File: config.mk
export PLATFORM = sky130hd
export DESIGN_NAME = keypad_frontend_flat
export DESIGN_NICKNAME = d
export VERILOG_FILES = /design/src/rtl/keypad_if.sv /design/src/rtl/keypad_frontend.sv /design/src/flat_wrapper.sv
export SDC_FILE = /design/constraint.sdc
export NUM_CORES = 1
export LEC_CHECK = 0
export BUFFER_PORTS_ARGS = -buffer_cell sky130_fd_sc_hd__buf_4
export CAP_MARGIN = 20
export CELL_PAD_IN_SITES_DETAIL_PLACEMENT = 0
export CELL_PAD_IN_SITES_GLOBAL_PLACEMENT = 2
export CORE_MARGIN = 5
export CORE_UTILIZATION = 39
export CTS_BUF_LIST = sky130_fd_sc_hd__clkbuf_8 sky130_fd_sc_hd__clkbuf_16
export DETAILED_ROUTE_END_ITERATION = 16
export PLACE_DENSITY_LB_ADDON = 0.1
export SLEW_MARGIN = 20
export SYNTH_ARGS = -nofsm -noshare
export SYNTH_HDL_FRONTEND = slang
export SYNTH_SLANG_ARGS = --single-unit
File: constraint.sdc
create_clock -name clk -period 2.27 [get_ports clk]
set_input_delay 0.227 -clock clk [delete_from_list [all_inputs] [get_ports clk]]
set_output_delay 0.227 -clock clk [all_outputs]
set_load 0.02 [all_outputs]
File: src/rtl/keypad_if.sv
// Lock-panel keypad bundle: raw switch levels in, conditioned event pulses and entered code out.
// The master side is the frontend; the slave side is the panel/controller pair around it.
interface keypad_if #(
  parameter int CODE_LEN = 4
);
  localparam int CNT_W = $clog2(CODE_LEN + 1);

  logic [3:0]            btn_raw;
  logic                  enter_raw;
  logic                  clear_raw;
  logic [3:0]            btn_pulse;
  logic                  enter_pulse;
  logic                  clear_pulse;
  logic                  invalid_pulse;
  logic [2*CODE_LEN-1:0] code;
  logic [CNT_W-1:0]      digit_count;
  logic                  code_full;

  modport master (
    input  btn_raw, enter_raw, clear_raw,
    output btn_pulse, enter_pulse, clear_pulse, invalid_pulse,
    output code, digit_count, code_full
  );

  modport slave (
    output btn_raw, enter_raw, clear_raw,
    input  btn_pulse, enter_pulse, clear_pulse, invalid_pulse,
    input  code, digit_count, code_full
  );
endinterface

File: src/rtl/keypad_frontend.sv
// Synchronizes, debounces and classifies the lock-panel switches into one-cycle event pulses,
// and accumulates accepted digits (2 bits each, newest in the low bits) into the entered code.
module keypad_frontend #(
  parameter int DEBOUNCE = 4,
  parameter int CODE_LEN = 4
) (
  input  logic     clk,
  input  logic     reset,
  keypad_if.master kp
);
  localparam int CNT_W = $clog2(CODE_LEN + 1);
  localparam int DB_W  = $clog2(DEBOUNCE + 1);
  localparam int CW    = 2 * CODE_LEN;

  logic [5:0]      raw_in;
  logic [5:0]      sync_p0, sync_p1;
  logic [5:0]      stable_p2, prev_p3;
  logic [DB_W-1:0] db_cnt_p2 [6];
  logic [5:0]      rise;
  logic            one_hot, accept;
  logic [1:0]      dig;

  logic [3:0]       btn_p4;
  logic             enter_p4, clear_p4, inv_p4;
  logic [CW-1:0]    code_p4, code_base, dig_ext;
  logic [CNT_W-1:0] cnt_p4, cnt_base;

  assign raw_in = {kp.clear_raw, kp.enter_raw, kp.btn_raw};

  // Stage p0/p1: two-flop synchronizer per input bit
  always_ff @(posedge clk or negedge reset) begin
    if (!reset) begin
      sync_p0 <= '0;
      sync_p1 <= '0;
    end else begin
      sync_p0 <= raw_in;
      sync_p1 <= sync_p0;
    end
  end

  // Stage p2/p3: per-bit debounce counter and stable level, plus last stable level for edge detection
  always_ff @(posedge clk or negedge reset) begin
    if (!reset) begin
      stable_p2 <= '0;
      prev_p3   <= '0;
      for (int i = 0; i < 6; i++) db_cnt_p2[i] <= '0;
    end else begin
      prev_p3 <= stable_p2;
      for (int i = 0; i < 6; i++) begin
        if (sync_p1[i] == stable_p2[i]) begin
          db_cnt_p2[i] <= '0;
        end else if (db_cnt_p2[i] == DB_W'(DEBOUNCE - 1)) begin
          db_cnt_p2[i] <= '0;
          stable_p2[i] <= sync_p1[i];
        end else begin
          db_cnt_p2[i] <= db_cnt_p2[i] + 1'b1;
        end
      end
    end
  end

  assign rise = stable_p2 & ~prev_p3;

  // A press is accepted only if it is the sole rising input and nothing else is being held
  always_comb begin
    one_hot = (rise != '0) && ((rise & (rise - 6'd1)) == '0);
    accept  = one_hot && (stable_p2 == rise);
    dig     = 2'd0;
    for (int i = 0; i < 4; i++) begin
      if (rise[i]) dig = 2'(i);
    end
  end

  // The cycle after an enter pulse wipes the code, so the consumer sees it alongside enter_pulse
  always_comb begin
    code_base     = enter_p4 ? '0 : code_p4;
    cnt_base      = enter_p4 ? '0 : cnt_p4;
    dig_ext       = '0;
    dig_ext[1:0]  = dig;
  end

  // Stage p4: registered event pulses and code register
  always_ff @(posedge clk or negedge reset) begin
    if (!reset) begin
      btn_p4   <= '0;
      enter_p4 <= 1'b0;
      clear_p4 <= 1'b0;
      inv_p4   <= 1'b0;
      code_p4  <= '0;
      cnt_p4   <= '0;
    end else begin
      btn_p4   <= '0;
      enter_p4 <= 1'b0;
      clear_p4 <= 1'b0;
      inv_p4   <= 1'b0;
      code_p4  <= code_base;
      cnt_p4   <= cnt_base;
      if (rise != '0) begin
        if (!accept) begin
          inv_p4 <= 1'b1;
        end else if (rise[5]) begin
          clear_p4 <= 1'b1;
          code_p4  <= '0;
          cnt_p4   <= '0;
        end else if (rise[4]) begin
          enter_p4 <= 1'b1;
        end else if (cnt_base == CNT_W'(CODE_LEN)) begin
          inv_p4 <= 1'b1;
        end else begin
          btn_p4  <= rise[3:0];
          code_p4 <= (code_base << 2) | dig_ext;
          cnt_p4  <= cnt_base + 1'b1;
        end
      end
    end
  end

  assign kp.btn_pulse     = btn_p4;
  assign kp.enter_pulse   = enter_p4;
  assign kp.clear_pulse   = clear_p4;
  assign kp.invalid_pulse = inv_p4;
  assign kp.code          = code_p4;
  assign kp.digit_count   = cnt_p4;
  assign kp.code_full     = (cnt_p4 == CNT_W'(CODE_LEN));
endmodule

File: src/flat_wrapper.sv
// flat-port wrapper written by rule: the top's interface ports become plain ports
module keypad_frontend_flat 
#(
  parameter int DEBOUNCE = 4,
  parameter int CODE_LEN = 4
)
  (clk, reset, kp_btn_raw, kp_enter_raw, kp_clear_raw, kp_btn_pulse, kp_enter_pulse, kp_clear_pulse, kp_invalid_pulse, kp_code, kp_digit_count, kp_code_full);
  keypad_if #(.CODE_LEN(CODE_LEN)) kp_i ();
  input  logic clk;
  input  logic reset;
  input wire logic [$bits(kp_i.btn_raw)-1:0] kp_btn_raw;
  input wire logic [$bits(kp_i.enter_raw)-1:0] kp_enter_raw;
  input wire logic [$bits(kp_i.clear_raw)-1:0] kp_clear_raw;
  output wire logic [$bits(kp_i.btn_pulse)-1:0] kp_btn_pulse;
  output wire logic [$bits(kp_i.enter_pulse)-1:0] kp_enter_pulse;
  output wire logic [$bits(kp_i.clear_pulse)-1:0] kp_clear_pulse;
  output wire logic [$bits(kp_i.invalid_pulse)-1:0] kp_invalid_pulse;
  output wire logic [$bits(kp_i.code)-1:0] kp_code;
  output wire logic [$bits(kp_i.digit_count)-1:0] kp_digit_count;
  output wire logic [$bits(kp_i.code_full)-1:0] kp_code_full;
  assign kp_i.btn_raw = kp_btn_raw;
  assign kp_i.enter_raw = kp_enter_raw;
  assign kp_i.clear_raw = kp_clear_raw;
  assign kp_btn_pulse = kp_i.btn_pulse;
  assign kp_enter_pulse = kp_i.enter_pulse;
  assign kp_clear_pulse = kp_i.clear_pulse;
  assign kp_invalid_pulse = kp_i.invalid_pulse;
  assign kp_code = kp_i.code;
  assign kp_digit_count = kp_i.digit_count;
  assign kp_code_full = kp_i.code_full;
  keypad_frontend #(.DEBOUNCE(DEBOUNCE), .CODE_LEN(CODE_LEN)) u_core (.clk(clk), .reset(reset), .kp(kp_i));
endmodule
==> run summary <==
R2R setup slack -> 0.32 ns
static leakage -> 1.38 nW
peak supply drop -> 0.000614 V
f_max -> 0.512 GHz
Post-route DRC -> 0
Worst setup SP type -> register
worst hold path class -> register to register
Async S/R FF share, synth -> 100%
clk_skew -> 0.00786 ns
design area -> 3010 sq um
Cells after Synth -> 208
clock root buffer -> clkbuf_8
Vias/cell -> 4.94
Hold WS -> 0.348 ns
Synth area leaders -> dfrtp_1 (61%), nor2b_1 (5.3%), ha_1 (4.0%)
Setup Fix Bufs, Post-CTS -> 0
DP HPWL -> 3.18 mm
Initial DRT Pass Iterations -> 4
worst skew pair latency -> 0.34 ns
CP max FO -> 13
routed len/inst -> 13.9 microns
Max-Cap Viols -> 0
number of global-route vias before repair -> 1666
Inserted Diodes -> 0
Clock Path Buffers -> 2
pre-CTS setup slack -> 0.308 ns
Crit-path slowest cell -> or2_0
largest net degree at the start of global routing -> 61
H-tree levels -> 3
CP peak stage delay -> 0.47 ns
CTS Buf Count -> 9
Top FF cell, synth -> dfrtp_1
#FFs+latches synth -> 60
min Tclk post-route -> 1.95 ns
GP Congestion -> 0.760
commonest cells after routing, fill and taps aside -> dfrtp_1 (60), buf_4 (29), nor2b_1 (21)
Sink Count -> 60
Final Hold Fails -> 0
commonest non-fill, non-tap cell in the layout -> dfrtp_1
first-pass GRT wire length -> 8.01 mm
worst-margin pin slew -> 0.739 ns
RSZ-0062 raised after global routing -> no
post-detailed-route count of antenna-violating nets -> 0
Final Util -> 48.3%
post-synth cell types -> 38
die area -> 8030 sq um
global route overflow -> 0
final slew viol count -> 0
starting density of the core -> 39.6%
final setup margin -> 0.318 ns
area grow syn2layout -> 21.9%
CTS tree -> yes
syn avg cell area -> 11.9 sq um
area share of the largest cell type after synthesis -> 60.7%
clock transition at the registers of the reported paths -> 0.07 ns
Synth Warn # -> 0
post-cts resize count -> 0
Final period util -> 86.0%
Post-Route WL -> 4.63 mm
# port buffers -> 26
Ports -> 27
fill cell count -> 574
nets@finish -> 268
Worst Setup Path Type -> register to register
Die Height -> 89.6 microns
die width -> 89.6 microns
DR iter-0 viols -> 80
post-synth net total -> 224
GRT Total Usage -> 13.5%
Arr. time, crit path -> 2.21 ns
Post-synth EDFFs -> 0
CP cell instances -> a22oi_1 -> nand2_1 -> or2_0 -> or3_1 -> a32oi_1
dpl cell area -> 2780 sq um
post-synth top area cell -> dfrtp_1
setup TNS -> 0 ns
final setup vio count -> 0
Mapped Area -> 2470 sq um
Core Box Area -> 6240 sq um
register area share after synthesis -> 60.7%
status -> complete, no violations
Req. time, crit path -> 2.53 ns
PD cells -> 1380 nW/um^2
via count of the routed design -> 1650
CP endpoint kind -> register
worst rel slew slack -> 50.7%
initial antenna violation count -> 0
share of layout cells above drive strength 1 -> 22.2%
cell row count -> 29
-- final timing paths --
kind	startpoint	to	cells past startpoint
max	u_core.stable_p2[3]	u_core.kp.digit_count[2]	5
min	u_core.sync_p0[1]	u_core.sync_p1[1]	0
max reg2reg	u_core.stable_p2[3]	u_core.kp.digit_count[2]	5
min reg2reg	u_core.sync_p0[1]	u_core.sync_p1[1]	0
max in group asynchronous	reset	u_core.db_cnt_p2[3]	2
min in group asynchronous	reset	u_core.sync_p1[5]	2
-- cells in the mapped netlist, drive strengths merged (2+ instances only) --
cell type  number
a211oi          2
a21oi           4
clkbuf          3
dfrtp          60
ha              8
inv             5
mux2            6
nand2          14
nand2b          9
nand3          18
nor2           10
nor2b          21
nor3            7
nor3b           9
o21ai           6
o32ai           2
or4             2
xnor2           7
-- sequential cells by signal (all words and copies together) (netlist names) --
signal and flops:
u_core.kp.digit_count 3, u_core.kp.code 8, u_core.kp.btn_pulse 4, u_core.db_cnt_p2 18, u_core.sync_p1 6, u_core.prev_p3 6, u_core.stable_p2 6, u_core.kp.clear_pulse 1
u_core.kp.enter_pulse 1, u_core.sync_p0 6, u_core.kp.invalid_pulse 1
-- final cells by class --
cell class	count	area [sq um]	area share [%]
clock buffer	10	138	4.57
clock inverter	6	31.3	1.04
inverter	5	18.8	0.623
multi-input combinational	140	941	31.2
sequential	60	1500	49.8
tap	77	96.3	3.20
timing repair buffer	36	288	9.55
-- stage by stage --
stage          cells  power, mW
2_1_floorplan    208       2.85
3_3_place_gp     311       3.34
3_5_place_dp     311       3.39
4_1_cts          334       4.25
5_1_grt          334       4.53
6_report         334       4.17
-- power breakdown --
part / leakage (nW) / internal [mW] / switching (mW) / total, mW
logic: 0.553 / 0.755 / 1.01 / 1.77
clock network: 0.0930 / 0.413 / 0.402 / 0.815
registers: 0.737 / 1.37 / 0.216 / 1.58
-- cell families after synthesis --
family                     share of synthesized area [%]
xor gates and xnor gates                            2.48
and+or+nand+nor                                     21.7
DFF                                                 60.7
AOI/OAI and AO/OA                                   6.73
buffers and inverters                               1.21
adders and majority gates                           4.05
muxes                                               3.14
-- per-layer routing --
layer | vias up | share of wire [%] | track usage, %
met5 | - | 0 | 0
met2 | 35 | 47 | 19.7
met1 | 800 | 46 | 18.0
met3 | 9 | 5.1 | 3.83
li1 | 806 | - | -
met4 | 0 | 2.3 | 7.31
-- worst max-delay path: cells and delay by family, from the launching register on --
family / cells / cell delay, ns
AOI/OAI and AO/OA: 2 / 0.40
and+or+nand+nor: 3 / 1.03
DFF: 1 / 0.44
-- timing repair --
item	in CTS	in global routing
hold buffers	7	0
endpoints found under the setup margin	0	0
hold endpoints to repair	66	0
Power figures use the tool's default switching activity.
